**src/rtl/memlibc_mbist_pkg.sv**
```systemverilog
// -----------------------------------------------------------------------------
// memlibc_mbist_pkg
// Shared definitions for the March C- MBIST controller:
//   state_e      - controller FSM states
//   M0..M5       - march element numbers
//   elem_attr_t  - per-element direction / operation table entry
//   elem_down()  - direction table (1 = descending addresses)
//   elem_attr()  - full per-element table lookup
// March C-: M0 up(w0); M1 up(r0,w1); M2 up(r1,w0);
//           M3 down(r0,w1); M4 down(r1,w0); M5 down(r0)
// -----------------------------------------------------------------------------
package memlibc_mbist_pkg;

    typedef enum logic [1:0] {
        IDLE  = 2'd0,
        RUN   = 2'd1,
        DRAIN = 2'd2,
        DONE  = 2'd3
    } state_e;

    localparam logic [2:0] M0 = 3'd0;
    localparam logic [2:0] M1 = 3'd1;
    localparam logic [2:0] M2 = 3'd2;
    localparam logic [2:0] M3 = 3'd3;
    localparam logic [2:0] M4 = 3'd4;
    localparam logic [2:0] M5 = 3'd5;

    typedef struct packed {
        logic down;   // address order: 1 = high to low
        logic rd;     // element contains a read
        logic wr;     // element contains a write
        logic rval;   // background expected by the read
        logic wval;   // background written
    } elem_attr_t;

    function automatic logic elem_down(input logic [2:0] e);
        return (e == M3) || (e == M4) || (e == M5);
    endfunction

    function automatic elem_attr_t elem_attr(input logic [2:0] e);
        elem_attr_t a;
        a = '0;
        a.down = elem_down(e);
        case (e)
            M0: begin a.rd = 1'b0; a.wr = 1'b1; a.rval = 1'b0; a.wval = 1'b0; end
            M1: begin a.rd = 1'b1; a.wr = 1'b1; a.rval = 1'b0; a.wval = 1'b1; end
            M2: begin a.rd = 1'b1; a.wr = 1'b1; a.rval = 1'b1; a.wval = 1'b0; end
            M3: begin a.rd = 1'b1; a.wr = 1'b1; a.rval = 1'b0; a.wval = 1'b1; end
            M4: begin a.rd = 1'b1; a.wr = 1'b1; a.rval = 1'b1; a.wval = 1'b0; end
            M5: begin a.rd = 1'b1; a.wr = 1'b0; a.rval = 1'b0; a.wval = 1'b0; end
            default: a = '0;
        endcase
        return a;
    endfunction

endpackage

```
**src/rtl/memlibc_mbist_addr_cnt.sv**
```systemverilog
// -----------------------------------------------------------------------------
// memlibc_mbist_addr_cnt
// Up/down address counter for the march sequencer.
//   clk, rst_n  - clock, asynchronous active-low reset
//   init        - load address 0 (start of M0, an ascending element)
//   step        - advance one address in the current direction
//   down        - direction of the current element
//   next_down   - direction of the following element; selects the reload
//                 value on wrap so the next element starts without a gap
//   addr        - current address
//   wrap        - current address is the last one for this direction
// -----------------------------------------------------------------------------
module memlibc_mbist_addr_cnt #(
    parameter int ADDR_W = 6
) (
    input  logic              clk,
    input  logic              rst_n,
    input  logic              init,
    input  logic              step,
    input  logic              down,
    input  logic              next_down,
    output logic [ADDR_W-1:0] addr,
    output logic              wrap
);

    localparam logic [ADDR_W-1:0] ADDR_MAX = '1;
    localparam logic [ADDR_W-1:0] ADDR_ONE = ADDR_W'(1);

    assign wrap = down ? (addr == '0) : (addr == ADDR_MAX);

    always_ff @(posedge clk or negedge rst_n) begin
        if (!rst_n) begin
            addr <= '0;
        end else if (init) begin
            addr <= '0;
        end else if (step) begin
            if (wrap)
                addr <= next_down ? ADDR_MAX : '0;
            else if (down)
                addr <= addr - ADDR_ONE;
            else
                addr <= addr + ADDR_ONE;
        end
    end

endmodule

```
**src/rtl/memlibc_mbist_march_ctrl.sv**
```systemverilog
// -----------------------------------------------------------------------------
// memlibc_mbist_march_ctrl
// March C- memory BIST controller driving a memory through collar muxes.
//   bist_clk, bist_rst_n  - clock, asynchronous active-low reset
//   start                 - one-cycle pulse, accepted in IDLE or DONE only
//   test_sel              - 1 while BIST owns the memory (RUN and DRAIN)
//   mem_addr, mem_wdata   - memory address / background write data
//   mem_we, mem_re        - write / read strobes
//   mem_rdata             - read data
//   busy, done            - run in progress / run finished (sticky)
//   fail                  - sticky mismatch flag
//   fail_addr, fail_elem  - address and march element of the first mismatch
//   state_dbg             - current FSM state
// Memory protocol: each RUN cycle carries exactly one operation, either
// mem_we or mem_re (never both); a read returns mem_rdata one cycle after
// the cycle in which mem_re was high, with no back-pressure.
// -----------------------------------------------------------------------------
module memlibc_mbist_march_ctrl
    import memlibc_mbist_pkg::*;
#(
    parameter int ADDR_W = 6,
    parameter int DATA_W = 8
) (
    input  logic              bist_clk,
    input  logic              bist_rst_n,
    input  logic              start,
    output logic              test_sel,
    output logic [ADDR_W-1:0] mem_addr,
    output logic [DATA_W-1:0] mem_wdata,
    output logic              mem_we,
    output logic              mem_re,
    input  logic [DATA_W-1:0] mem_rdata,
    output logic              busy,
    output logic              done,
    output logic              fail,
    output logic [ADDR_W-1:0] fail_addr,
    output logic [2:0]        fail_elem,
    output state_e            state_dbg
);

    state_e            state, state_nx;
    logic [2:0]        elem;
    logic              phase;       // 0 = read slot, 1 = write slot of r,w elements
    elem_attr_t        attr;
    logic              in_run;
    logic              rd_op, wr_op;
    logic              step;
    logic              elem_end;
    logic              accept;
    logic [ADDR_W-1:0] addr;
    logic              wrap;

    // Registered copy of the read expectation, compared when data returns.
    logic              cmp_vld;
    logic [DATA_W-1:0] cmp_exp;
    logic [ADDR_W-1:0] cmp_addr;
    logic [2:0]        cmp_elem;

    assign attr     = elem_attr(elem);
    assign in_run   = (state == RUN);
    assign rd_op    = in_run && attr.rd && !phase;
    assign wr_op    = in_run && attr.wr && (phase || !attr.rd);
    // Two-operation elements advance the address only after the write slot.
    assign step     = in_run && (phase || !(attr.rd && attr.wr));
    assign elem_end = step && wrap;
    assign accept   = start && ((state == IDLE) || (state == DONE));

    memlibc_mbist_addr_cnt #(.ADDR_W(ADDR_W)) u_addr_cnt (
        .clk       (bist_clk),
        .rst_n     (bist_rst_n),
        .init      (accept),
        .step      (step),
        .down      (attr.down),
        .next_down (elem_down(elem + 3'd1)),
        .addr      (addr),
        .wrap      (wrap)
    );

    // FSM state register
    always_ff @(posedge bist_clk or negedge bist_rst_n) begin
        if (!bist_rst_n)
            state <= IDLE;
        else
            state <= state_nx;
    end

    // FSM next state
    always_comb begin
        state_nx = state;
        case (state)
            IDLE:    if (start) state_nx = RUN;
            RUN:     if (elem_end && (elem == M5)) state_nx = DRAIN;
            DRAIN:   state_nx = DONE;
            DONE:    if (start) state_nx = RUN;
            default: state_nx = IDLE;
        endcase
    end

    // Element / slot sequencing
    always_ff @(posedge bist_clk or negedge bist_rst_n) begin
        if (!bist_rst_n) begin
            elem  <= M0;
            phase <= 1'b0;
        end else if (accept) begin
            elem  <= M0;
            phase <= 1'b0;
        end else begin
            if (elem_end && (elem != M5))
                elem <= elem + 3'd1;
            if (in_run && attr.rd && attr.wr)
                phase <= ~phase;
            else
                phase <= 1'b0;
        end
    end

    // Compare pipeline and sticky first-failure capture
    always_ff @(posedge bist_clk or negedge bist_rst_n) begin
        if (!bist_rst_n) begin
            cmp_vld   <= 1'b0;
            cmp_exp   <= '0;
            cmp_addr  <= '0;
            cmp_elem  <= '0;
            fail      <= 1'b0;
            fail_addr <= '0;
            fail_elem <= '0;
        end else begin
            cmp_vld  <= rd_op;
            cmp_exp  <= {DATA_W{attr.rval}};
            cmp_addr <= addr;
            cmp_elem <= elem;
            if (accept) begin
                fail      <= 1'b0;
                fail_addr <= '0;
                fail_elem <= '0;
            end else if (cmp_vld && (mem_rdata != cmp_exp) && !fail) begin
                fail      <= 1'b1;
                fail_addr <= cmp_addr;
                fail_elem <= cmp_elem;
            end
        end
    end

    assign busy      = (state == RUN) || (state == DRAIN);
    assign test_sel  = busy;
    assign done      = (state == DONE);
    assign mem_re    = rd_op;
    assign mem_we    = wr_op;
    assign mem_addr  = in_run ? addr : '0;
    assign mem_wdata = wr_op ? {DATA_W{attr.wval}} : '0;
    assign state_dbg = state;

endmodule

```
**config.mk**
```make
export PLATFORM = sky130hd
export DESIGN_NAME = memlibc_mbist_march_ctrl
export DESIGN_NICKNAME = d
export VERILOG_FILES = /design/src/rtl/memlibc_mbist_pkg.sv /design/src/rtl/memlibc_mbist_addr_cnt.sv /design/src/rtl/memlibc_mbist_march_ctrl.sv
export SDC_FILE = /design/constraint.sdc
export NUM_CORES = 1
export LEC_CHECK = 0
export CAP_MARGIN = 10
export CORE_ASPECT_RATIO = 1.5
export CORE_MARGIN = 2
export CORE_UTILIZATION = 50
export DETAILED_ROUTE_END_ITERATION = 10
export PLACE_DENSITY = 0.8
export SLEW_MARGIN = 10
export SYNTH_ARGS = -nofsm -noshare
export SYNTH_HDL_FRONTEND = slang
export SYNTH_SLANG_ARGS = --single-unit
```
**constraint.sdc**
```tcl
create_clock -name bist_clk -period 4.78 [get_ports bist_clk]
set_clock_uncertainty 0.2 [all_clocks]
set_input_delay 0.956 -clock bist_clk [delete_from_list [all_inputs] [get_ports bist_clk]]
set_output_delay 0.956 -clock bist_clk [all_outputs]
set_load 0.05 [all_outputs]
```
==> impl_metrics.toml, run 1 <==
[power]
power_density_nw_per_um2 = 420
worst_ir_drop_vdd_mv = 0.459
fin_total_pwr_mw = 0.990
p_leak_nw = 1.00

[floorplan]
start_util_pct = 51.1
core_ar_um2 = 3610
die-width_um = 53.6
io-pin-count = 42
row_count = 27
die_h_um = 78.5
dieArea_um2 = 4210

[clocking]
numClockSinks = 33
clk_transition_reported_paths_ps = 70
cts_buffers = 5
clockRootBuffer = "sky130_fd_sc_hd__clkbuf_8"
post_cts_resized = 0
cts.htree.levels = 2
clock_tree_from_tritoncts = "yes"
cts_buffer_depth = 2
post-cts-setup-buffers = 0
postCtsHoldBufs = 0
worst_skew_pair_later_pin_latency_ps = 290

[worst_setup_path]
crit_end = "mem_wdata[5]"
regToRegSetupSlack_ps = 1560
critical_path.reg2reg.endpoint = "u_addr_cnt.addr[2]"
startpoint_type = "flop"
end_kind = "output pin"
depth_of_the_worst_register_to_register_path = 10
reg2reg_from = "elem[1]"
critPathRequiredTime_ps = 3620
setup.worst_path.start = "elem[1]"
worst-endpoint-arrival_ps = 2900
crit_path_max_fanout = 8
timing_worst_setup_path_type = "flop to output pin"

[cells_and_area]
syn2layout_area_growth_pct = 27.6
postLayoutCellArea_um2 = 2360
diodes = 0
final_layout_size_suffix_gt1_share_pct = 9.55
layout.cells.most_common = "sky130_fd_sc_hd__clkdlybuf4s50_1"
layout_nets = 240
nFillCells = 301
final_cell_mix = "sky130_fd_sc_hd__clkdlybuf4s50_1, sky130_fd_sc_hd__dfrtp_1, sky130_fd_sc_hd__nor2_1"

[sta]
finalCritPeriodShare_pct = 84.8
worst_pin_slew_ps = 775
final.hold.worst_slack_ps = 233
layout_min_cycle_time_ps = 4050
upper_clock_frequency_limit_mhz = 247
grt_setup_unrepaired = "false"
setup_viol = 0
maxSlewHeadroom_pct = 48.3
finalHoldViolCount = 0
final_slew_violations = 0
post-route-worst-setup-slack_ps = 727
tns_ps = 0

[route]
met2RoutedLength_um = 2110
vias_per_cell = 5.63
route.layer.met1.wl_um = 1580
drt_iter0_markers = 28
via_count = 1481
post_detailed_route_wirelength_per_cell_um = 14.9
routed_wire_length_um = 3920
route.met3.wl_um = 152
firstDrtPassIters = 4
top_layer_used = "met4"
drc = 0
detail-route-antenna-nets = 0

[logic_synthesis]
yosys.cell_types.count = 47
postSynthAreaPerCell_um2 = 10.2
synth.cell_area_um2 = 1850
postSynth.topFlopCell = "sky130_fd_sc_hd__dfrtp_1"
ys_ff_latch = 33
netlist_instances = 182
asyncSetResetFlopFracSynth_pct = 100
count_of_flip_flops_with_a_built_in_enable_after_synthesis = 0
synth_warnings = 0
synth_sequential_area_ratio_pct = 44.7
syn-num-nets = 203

[placement]
gp_routability_congestion = 0.863
detailedPlacementHpwl_um = 2760
postPlaceCellArea_um2 = 2260
pre_cts_slack_ps = 1030
io_buffer_count = 41

[global_route]
grt_first_pass_wirelength_um = 6560
antenna_found_initial = 0
grt.overflow.total = 0
grt_start_max_net_pins = 34
first_global_vias = 1408
grt_util_all_layers_pct = 21.4

[min_path]
hp-start = "elem[0]"
min-delay-path-class = "flop to flop"

[run]
max_cap_viol_count = 0

[run_status]
outcome = "finished, final reports clean"
-- stage by stage --
step                      cells  util, %
after floorplan             182        -
after global placement      255     62.4
after detailed placement    255     62.4
after CTS                   263     65.2
after global routing        263     65.2
final                       263     65.2
-- synth_stat cells, types with 2 or more instances --
| master | number | area, um^2 |
|---|---|---|
| sky130_fd_sc_hd__a211o_1 | 2 | 17.5 |
| sky130_fd_sc_hd__a21oi_1 | 7 | 35.0 |
| sky130_fd_sc_hd__o21ai_0 | 3 | 15.0 |
| sky130_fd_sc_hd__ha_1 | 10 | 125 |
| sky130_fd_sc_hd__clkbuf_1 | 4 | 15.0 |
| sky130_fd_sc_hd__xnor2_1 | 2 | 17.5 |
| sky130_fd_sc_hd__mux2i_1 | 11 | 110 |
| sky130_fd_sc_hd__and2_1 | 6 | 37.5 |
| sky130_fd_sc_hd__nor2b_1 | 4 | 25.0 |
| sky130_fd_sc_hd__a2bb2oi_1 | 2 | 17.5 |
| sky130_fd_sc_hd__nand2_1 | 11 | 41.3 |
| sky130_fd_sc_hd__o41ai_1 | 3 | 26.3 |
| sky130_fd_sc_hd__nor4_1 | 4 | 25.0 |
| sky130_fd_sc_hd__dfrtp_1 | 33 | 826 |
| sky130_fd_sc_hd__nand3_1 | 2 | 10.0 |
| sky130_fd_sc_hd__inv_1 | 10 | 37.5 |
| sky130_fd_sc_hd__a221o_1 | 2 | 20.0 |
| sky130_fd_sc_hd__buf_4 | 8 | 60.1 |
| sky130_fd_sc_hd__nand2b_1 | 2 | 12.5 |
| sky130_fd_sc_hd__nor2_1 | 25 | 93.8 |
| sky130_fd_sc_hd__buf_2 | 2 | 10.0 |
| sky130_fd_sc_hd__nor3_1 | 4 | 20.0 |
-- power by group --
| group | internal, mW | switching, mW | leakage [nW] |
|---|---|---|---|
| combinational | 0.145 | 0.291 | 0.499 |
| sequential | 0.300 | 0.0239 | 0.451 |
| clock | 0.130 | 0.0989 | 0.0542 |
| total | 0.576 | 0.414 | 1.00 |
-- area by class of cell --
type                    instances  area [um^2]  area share (%)
well taps                      43         53.8            2.28
repair buffers                 44          433            18.4
clock inverters                 1         5.00           0.212
flip-flops and latches         33          826            35.0
inverters                      10         37.5            1.59
clock buffers                   7         96.3            4.09
multi-input cells             125          906            38.4
-- per-layer routing --
metal | up-vias | global-route usage (%)
met5 | - | 0
met4 | 0 | 9.74
met1 | 717 | 25.9
li1 | 712 | -
met3 | 7 | 4.56
met2 | 45 | 35.3
-- logic make-up after synthesis --
kind of cell | share of synthesized area (%)
simple gates | 19.5
compound gates | 15.5
xor+xnor | 0.948
mux | 5.96
flops | 44.7
fa+ha+maj | 6.77
buf+inv | 6.64
-- sequential cells by signal (all words and copies together), names as in the netlist --
name / cells
fail: 1
cmp_vld: 1
phase: 1
cmp_elem: 3
fail_addr: 6
fail_elem: 3
cmp_exp: 1
state_dbg: 2
elem: 3
u_addr_cnt.addr: 6
cmp_addr: 6
-- critical path: stages, from the launching register on --
cell,delay (ps)
sky130_fd_sc_hd__dfrtp_1,470
sky130_fd_sc_hd__inv_1,140
sky130_fd_sc_hd__ha_1,210
sky130_fd_sc_hd__mux2i_1,210
sky130_fd_sc_hd__a221o_1,260
sky130_fd_sc_hd__nand2_1,90
sky130_fd_sc_hd__nor2_1,340
sky130_fd_sc_hd__clkdlybuf4s50_1,890
-- worst min path at each step --
stage,end,slack [ps],cells after the start
3_5_place_dp,cmp_elem[0],220,0
6_report,cmp_elem[0],230,0
3_3_place_gp,cmp_elem[0],230,0
5_1_grt,cmp_elem[0],280,0
4_1_cts,cmp_elem[0],240,0
2_1_floorplan,cmp_elem[2],150,0
No activity file was read; power rests on OpenSTA's default activity.
==> inputs of run 2 (changes only) <==
- clock period: 4.78 -> 4 ns (I/O delays scaled with it)
==> run 2 against run 1 <==
Effect of this change:
- die area unchanged
- via count down 1.0%
- worst setup slack worse by 400 ps
- register-to-register slack worse by 760 ps
- clock power up 38%
- sequential share of layout area down 0.62 points
- critical path depth unchanged
- first-iteration DRC count up 25%
- clock-buffer cell count unchanged
- cell area up 1.8%
- combinational power up 21%
- flip-flop and latch count unchanged
==> impl_metrics.toml, run 2 (synthesis results as in run 1) <==
[global_route]
grt_util_all_layers_pct = 20.3
grt.overflow.total = 0
grt_first_pass_wirelength_um = 6310
antenna_found_initial = 0
first_global_vias = 1389
grt_start_max_net_pins = 34

[sta]
final_slew_violations = 0
finalHoldViolCount = 0
tns_ps = 0
layout_min_cycle_time_ps = 3680
setup_viol = 0
post-route-worst-setup-slack_ps = 322
upper_clock_frequency_limit_mhz = 272
final.hold.worst_slack_ps = 255
grt_setup_unrepaired = "false"
finalCritPeriodShare_pct = 91.9
maxSlewHeadroom_pct = 64.7
worst_pin_slew_ps = 530

[worst_setup_path]
worst-endpoint-arrival_ps = 2680
critical_path.slowest_cell = "sky130_fd_sc_hd__clkdlybuf4s50_1"
timing.critical_path.cells = "inv_1 -> ha_1 -> mux2i_1 -> a221o_1 -> nand2_1 -> nor2_1 -> clkdlybuf4s50_1"
critPathRequiredTime_ps = 3000
crit_end = "mem_we"
reg2reg_from = "elem[1]"
worst-path-buf-inv = 2
timing_worst_setup_path_type = "flop to output pin"
critical_path_depth = 7
crit_path_max_fanout = 8
depth_of_the_worst_register_to_register_path = 10
path_delay_family = "buffers and inverters"
critical_path.reg2reg.endpoint = "u_addr_cnt.addr[2]"
setup.worst_path.start = "elem[1]"
startpoint_type = "flop"
end_kind = "output pin"
regToRegSetupSlack_ps = 800
timing.critical_path.slowest_cell_delay_ps = 820

[floorplan]
dieArea_um2 = 4210
die_h_um = 78.5
die-width_um = 53.6
row_count = 27
start_util_pct = 51.1
core_ar_um2 = 3610
io-pin-count = 42

[clocking]
clockRootBuffer = "sky130_fd_sc_hd__clkbuf_8"
postCtsHoldBufs = 0
clk_transition_reported_paths_ps = 60
worst_skew_pair_later_pin_latency_ps = 270
cts.htree.levels = 2
clock_tree_from_tritoncts = "yes"
numClockSinks = 33
cts_buffers = 5
post-cts-setup-buffers = 0
cts_buffer_depth = 2

[power]
proportion_of_power_drawn_by_the_clock_network_pct = 25.7
p_seq_share_pct = 31.5
worst_ir_drop_vdd_mv = 0.499
power.switching_fraction_pct = 39.8
internal_power_mw = 0.741
p_leak_nw = 1.16
power.combinational.fraction_pct = 42.8
power_density_nw_per_um2 = 513
netSwitchingPower_mw = 0.490

[cells_and_area]
syn2layout_area_growth_pct = 29.9
biggestRegsByFlops = "cmp_addr x6, fail_addr x6, u_addr_cnt.addr x6"
multiInputGateArea_um2 = 906
final_cell_mix = "sky130_fd_sc_hd__dfrtp_1, sky130_fd_sc_hd__clkdlybuf4s50_1, sky130_fd_sc_hd__nor2_1"
post_layout_nonfiller_instances = 264
nFillCells = 278
final_layout_size_suffix_gt1_share_pct = 9.50
seq_area_um2 = 826
layout_nets = 241
postLayoutCellArea_um2 = 2400
diodes = 0

[placement]
pre_cts_slack_ps = 403
detailedPlacementHpwl_um = 2680
placed_cells = 256
postPlaceCellArea_um2 = 2260
gp_routability_congestion = 0.884
io_buffer_count = 41

[route]
post_detailed_route_wirelength_per_cell_um = 14.7
drc = 0
vias_per_cell = 5.55
via_count = 1466
detail-route-antenna-nets = 0
firstDrtPassIters = 4
drt_iter0_markers = 35
routed_wire_length_um = 3870

[run]
max_cap_viol_count = 0

[min_path]
min-delay-path-class = "flop to flop"

[run_status]
outcome = "finished, final reports clean"
==> run 2: changes by cell type in the layout (fill, tap and decap cells not counted), sizes merged <==
cell / change
clkdlybuf4s50: -8
dlymetal6s2s: +8
buf: +1
bufinv: +1
clkinv: -1
==> run 2: what timing repair did <==
action                     in CTS  in global routing
setup endpoints to repair       0                  8
resized for setup               0                  8
hold endpoints to repair        0                  0
==> run 2: how the worst min path moves through the flow <==
stage | start | slack, ps | cells past startpoint | end
after floorplan | elem[2] | 150 | 0 | cmp_elem[2]
after global placement | elem[0] | 220 | 0 | cmp_elem[0]
after detailed placement | elem[0] | 230 | 0 | cmp_elem[0]
after CTS | elem[0] | 250 | 0 | cmp_elem[0]
after global routing | elem[0] | 280 | 0 | cmp_elem[0]
final | elem[0] | 260 | 0 | cmp_elem[0]
==> run 2: power groups by stage <==
stage	sequential [mW]	clock, mW	combinational, mW
floorplan	0.419	0	0.339
global placement	0.393	0	0.521
detailed placement	0.394	0	0.520
CTS	0.388	0.320	0.525
global route	0.392	0.334	0.561
finish	0.387	0.317	0.527
==> run 2: routing by layer <==
layer | wire [um] | track usage (%) | vias up | part of all wire, %
met5 | 0 | 0 | - | 0
met4 | 89 | 9.23 | 0 | 2.3
met3 | 146 | 3.80 | 7 | 3.8
met2 | 2000 | 33.6 | 35 | 52
met1 | 1640 | 24.7 | 708 | 42
li1 | - | - | 716 | -
==> run 2: final cells by class <==
class	count	area share, %
Clock buffer	7	3.60
Clock inverter	1	1.25
Inverter	10	1.56
Multi-Input combinational cell	125	37.7
Sequential cell	33	34.4
Tap cell	43	2.24
Timing Repair Buffer	45	19.2
==> run 2: worst reg2reg max path: cells and delay by family, from the launching register on <==
kind,cells,cell delay [ps]
simple gates,3,860
compound gates,3,780
flops,1,490
fa+ha+maj,2,480
buf+inv,1,140
xor+xnor,1,120
==> run 2: per-stage QoR <==
stage          power (mW)  utilization [%]
3_5_place_dp        0.913             62.6
5_1_grt              1.29             66.4
6_report             1.23             66.4
3_3_place_gp        0.915             62.6
2_1_floorplan       0.757                -
4_1_cts              1.23             65.8
==> edit 1, RTL diff (settings of run 2) <==
Register the outputs `test_sel`, `mem_addr`, `mem_wdata`, `mem_we`, `mem_re` and `done`; this adds one clock of latency there. The other outputs are not delayed to match. Comments in the files are not updated.
--- a/src/rtl/memlibc_mbist_march_ctrl.sv
+++ b/src/rtl/memlibc_mbist_march_ctrl.sv
@@ -143,10 +143,12 @@
 
     assign busy      = (state == RUN) || (state == DRAIN);
-    assign test_sel  = busy;
-    assign done      = (state == DONE);
-    assign mem_re    = rd_op;
-    assign mem_we    = wr_op;
-    assign mem_addr  = in_run ? addr : '0;
-    assign mem_wdata = wr_op ? {DATA_W{attr.wval}} : '0;
+    always_ff @(posedge bist_clk) begin
+        test_sel  <= busy;
+        mem_addr  <= in_run ? addr : '0;
+        mem_wdata <= wr_op ? {DATA_W{attr.wval}} : '0;
+        mem_we    <= wr_op;
+        mem_re    <= rd_op;
+        done      <= (state == DONE);
+    end
     assign state_dbg = state;
 
Behaviour: not the same (a bounded check fails within 4 cycles, from zero or initial values and one cycle with bist_rst_n low).
==> edit 1 against run 2 <==
  * First-iteration DRC count up 29%
  * Cell count up 0.38%
  * Synthesized area up 12%
  * Wire length down 6.4%
  * Combinational power down 7.2%
  * Worst hold slack better by 0.029 ns
  * Sequential share of layout area up 6.9 points
  * Cell area up 5.5%
  * Synthesized cell count up 1.1%
  * Sequential cell count up 11
  * Setup slack better by 0.68 ns
  * Power up 4.2%
==> edit 1: results (changes against run 2) <==
| Metric | Value |
|---|---|
| Nets | `240 (-0.41%)` |
| Fillcell total | `316 (+14%)` |
| Clk Latency, worst-skew pair | `0.29 ns (+0.02 ns)` |
| Dpl cells | `257 (+0.39%)` |
| Port Buffers | `41 (unchanged)` |
| Yosys warns | `0 (unchanged)` |
| Worst endpoint data arrival time | `2.00 ns (-0.68 ns)` |
| Global-route wire length before repair | `6190 um (-1.9%)` |
| Crit path from | `state_dbg[1]$_DFFE_PN0P_` |
| Tot GR Track Use | `0.172 (-0.0307)` |
| Peak VDD IR | `791 uV (+59%)` |
| Layout cell share with drive strength beyond 1 | `0.0955 (+0.000432)` |
| Hold WS | `0.285 ns (+0.0292 ns)` |
| Outcome | `finished, final reports clean` |
| Final setup viols | `0 (unchanged)` |
| Max Fanout on Critical Path | `4 (-4)` |
| Placed standard-cell area | `0.00245 mm^2 (+8.1%)` |
| Top cells by count, synth | `33 x dfrtp_1, 17 x nor2_1, 11 x dfxtp_1, 11 x mux2i_1, 10 x ha_1` |
| Synth area leaders | `dfrtp_1 40%, dfxtp_1 11%, ha_1 6.1%, mux2i_1 5.3%, nor2_1 3.1%` |
| HP Start | `u_addr_cnt.addr[5]$_DFFE_PN0P_` |
| Avg WL per Cell | `13.7 um (-6.8%)` |
| Post-synthesis sequential area ratio | `0.507 (+0.0601)` |
| Crit path largest cell delay | `0.80 ns (-0.02 ns)` |
| Antenna Cells | `0 (unchanged)` |
| 1st-iter DRT viols | `45 (+29%)` |
| Synth async-reset ratio | `0.750 (-0.250)` |
| DP HPWL | `2640 um (-1.6%)` |
| Max-slew headroom | `0.642 (-0.00480)` |
| Worst-path clk slew | `0.08 ns (+0.02 ns)` |
| Syn_nets | `205 (+0.99%)` |
| P_leak | `1.10 nW (-5.3%)` |
| Synth cell types | `49 (+4.3%)` |
| Reg2reg setup slack | `1.14 ns (+0.34 ns)` |
| RD Place Congestion | `0.754 (-15%)` |
edit 1: cells by family (layout without fill, tap and decap cells):
family                   count (synthesis)  after routing  share of synthesized area
AND/OR/NAND/NOR                         56             56                      0.146
flip-flops                              44             44                      0.507
AO/OA/AOI/OAI                           37             37                      0.148
buffers and inverters                   23             59                     0.0691
multiplexers                            12             12                     0.0606
adder cells (fa/ha/maj)                 10             10                     0.0606
XOR/XNOR                                 2              2                    0.00849
edit 1: worst paths after layout:
check                                                 endpoint  cells after the start
worst max-delay path                                      busy                      4
worst min-delay path                     cmp_addr[5]$_DFF_PN0_                      0
worst max register to register  u_addr_cnt.addr[5]$_DFFE_PN0P_                     10
worst min register to register           cmp_addr[5]$_DFF_PN0_                      0
max in group asynchronous             fail_elem[2]$_DFFE_PN0P_                      2
min in group asynchronous       u_addr_cnt.addr[2]$_DFFE_PN0P_                      2
edit 1: where the power goes:
part           leakage (nW)  internal, mW  switching (mW)
sequential            0.541         0.492          0.0412
combinational         0.521         0.172           0.317
clock                0.0412         0.122           0.140
edit 1: through the flow:
stage	worst slack, ns	util
floorplan	1.43	-
global placement	1.26	0.618
detailed placement	1.17	0.618
CTS	0.977	0.640
global route	0.873	0.640
finish	1.00	0.640
edit 1: layer usage:
metal | vias up | share of wire | global-route usage
li1 | 706 | - | -
met1 | 694 | 0.42 | 0.193
met2 | 38 | 0.51 | 0.300
met3 | 6 | 0.043 | 0.0296
met4 | 0 | 0.029 | 0.114
met5 | - | 0 | 0
edit 1: area by class of cell:
cell class	instances	area (um^2)	area share
Clock buffer	6	72.6	0.0287
Clock inverter	2	12.5	0.00494
Inverter	7	31.3	0.0124
Multi-Input combinational cell	117	881	0.348
Sequential cell	44	1050	0.413
Tap cell	45	56.3	0.0222
Timing Repair Buffer	44	433	0.171
==> edit 2, RTL diff (settings of run 2) <==
Without the edit above. `ADDR_W` is set to 6 in 2 places; all go to 7.
--- a/src/rtl/memlibc_mbist_addr_cnt.sv
+++ b/src/rtl/memlibc_mbist_addr_cnt.sv
@@ -12,5 +12,5 @@
 // -----------------------------------------------------------------------------
 module memlibc_mbist_addr_cnt #(
-    parameter int ADDR_W = 6
+    parameter int ADDR_W = 7
 ) (
     input  logic              clk,
--- a/src/rtl/memlibc_mbist_march_ctrl.sv
+++ b/src/rtl/memlibc_mbist_march_ctrl.sv
@@ -19,5 +19,5 @@
     import memlibc_mbist_pkg::*;
 #(
-    parameter int ADDR_W = 6,
+    parameter int ADDR_W = 7,
     parameter int DATA_W = 8
 ) (
Interface: changed (resized fail_addr and mem_addr); port bits go from 42 to 44. No check against the original RTL was run, so the function may have changed too.
==> edit 2 against run 2 <==
  * Worst hold slack better by 0.036 ns
  * Via count grew 7.6%
  * Sequential share of layout area rose by 0.71 points
  * Setup slack better by 0.022 ns
  * Wire length up 5.6%
  * Power is 0.93% higher
  * Register-to-register slack better by 0.16 ns
  * Synthesized area up 12%
  * Global-route usage shrank 1.3 points
  * Count of clock-buffer cells in the layout unchanged
  * Highest routed layer unchanged
  * Cell area rose by 6.9%
  * Non-clock buffer count shrank 1
  * Sequential cell count up 3
  * Largest power group unchanged
==> edit 2: results (changes against run 2) <==
| Metric | Value |
|---|---|
| Routed WL | `4090 um (+5.6%)` |
| Outcome | `finished, final reports clean` |
| Psw | `515 uW (+5.0%)` |
| Comb power frac | `0.427 (about the same)` |
| XOR/XNOR Fraction of Synth Area | `0.0127 (+0.00320)` |
| Slew at the pin closest to its max-slew limit | `0.646 ns (+0.116 ns)` |
| Largest net degree at the start of global routing | `37 (+8.8%)` |
| Wl on met1 | `1700 um (+3.4%)` |
| Layout cell share with drive strength beyond 1 | `0.0700 (-0.0251)` |
| Global-route wire length before repair | `7020 um (+11%)` |
| Hold Path Stages | `2 (+2)` |
| PD cells | `484 mW/mm^2 (-5.6%)` |
| Power Sequential | `436 uW (+13%)` |
| Routing usage on met1 | `0.220 (-0.0274)` |
| Hold endpoint | `fail_addr[5]$_DFFE_PN0P_` |
| Syn_nets | `232 (+14%)` |
| Dpl cells | `281 (+9.8%)` |
| Routed wl met2 | `2210 um (+11%)` |
| Hold WS | `0.291 ns (+0.0360 ns)` |
| Reg-to-Reg End | `u_addr_cnt.addr[4]$_DFFE_PN0P_` |
| Placed standard-cell area | `0.00247 mm^2 (+9.1%)` |
| Port Buffers | `43 (+4.9%)` |
| Final period utilization | `0.914 (-0.00543)` |
| Grt met2 use | `0.331 (-0.00494)` |
| P_leak | `1.20 nW (+3.2%)` |
| 1st-iter DRT viols | `37 (+5.7%)` |
| RD Place Congestion | `0.885 (about the same)` |
| Post-synthesis sequential area ratio | `0.435 (-0.0121)` |
| FF-to-FF Start | `elem[0]$_DFFE_PN0P_` |
==> edit 2: cell count changes in the layout (fill, tap and decap cells not counted), moves of 3 or more <==
| cell | run 2 | this run |
|---|---|---|
| dlymetal6s2s_1 | 8 | 0 |
| and2_1 | 6 | 11 |
| dfrtp_1 | 33 | 36 |
| nand3_1 | 2 | 10 |
| a31oi_1 | 1 | 4 |
| buf_4 | 4 | 1 |
| clkdlybuf4s50_1 | 33 | 43 |
| nor2b_1 | 4 | 1 |
| o41ai_1 | 3 | 0 |
| and3_1 | 0 | 3 |
| ha_1 | 10 | 13 |
==> edit 2: logic make-up after synthesis <==
family	after synthesis
buffers and inverters	25
flip-flops	36
multiplexers	15
adder cells (fa/ha/maj)	13
AO/OA/AOI/OAI	40
XOR/XNOR	3
AND/OR/NAND/NOR	76
==> edit 2: final cells by class <==
class / count / area, um^2
clock buffer: 7 / 96.3
fill: 338 / 1390
inverter: 9 / 33.8
multi-input combinational: 147 / 1040
sequential: 36 / 901
tap: 45 / 56.3
timing repair buffer: 44 / 438
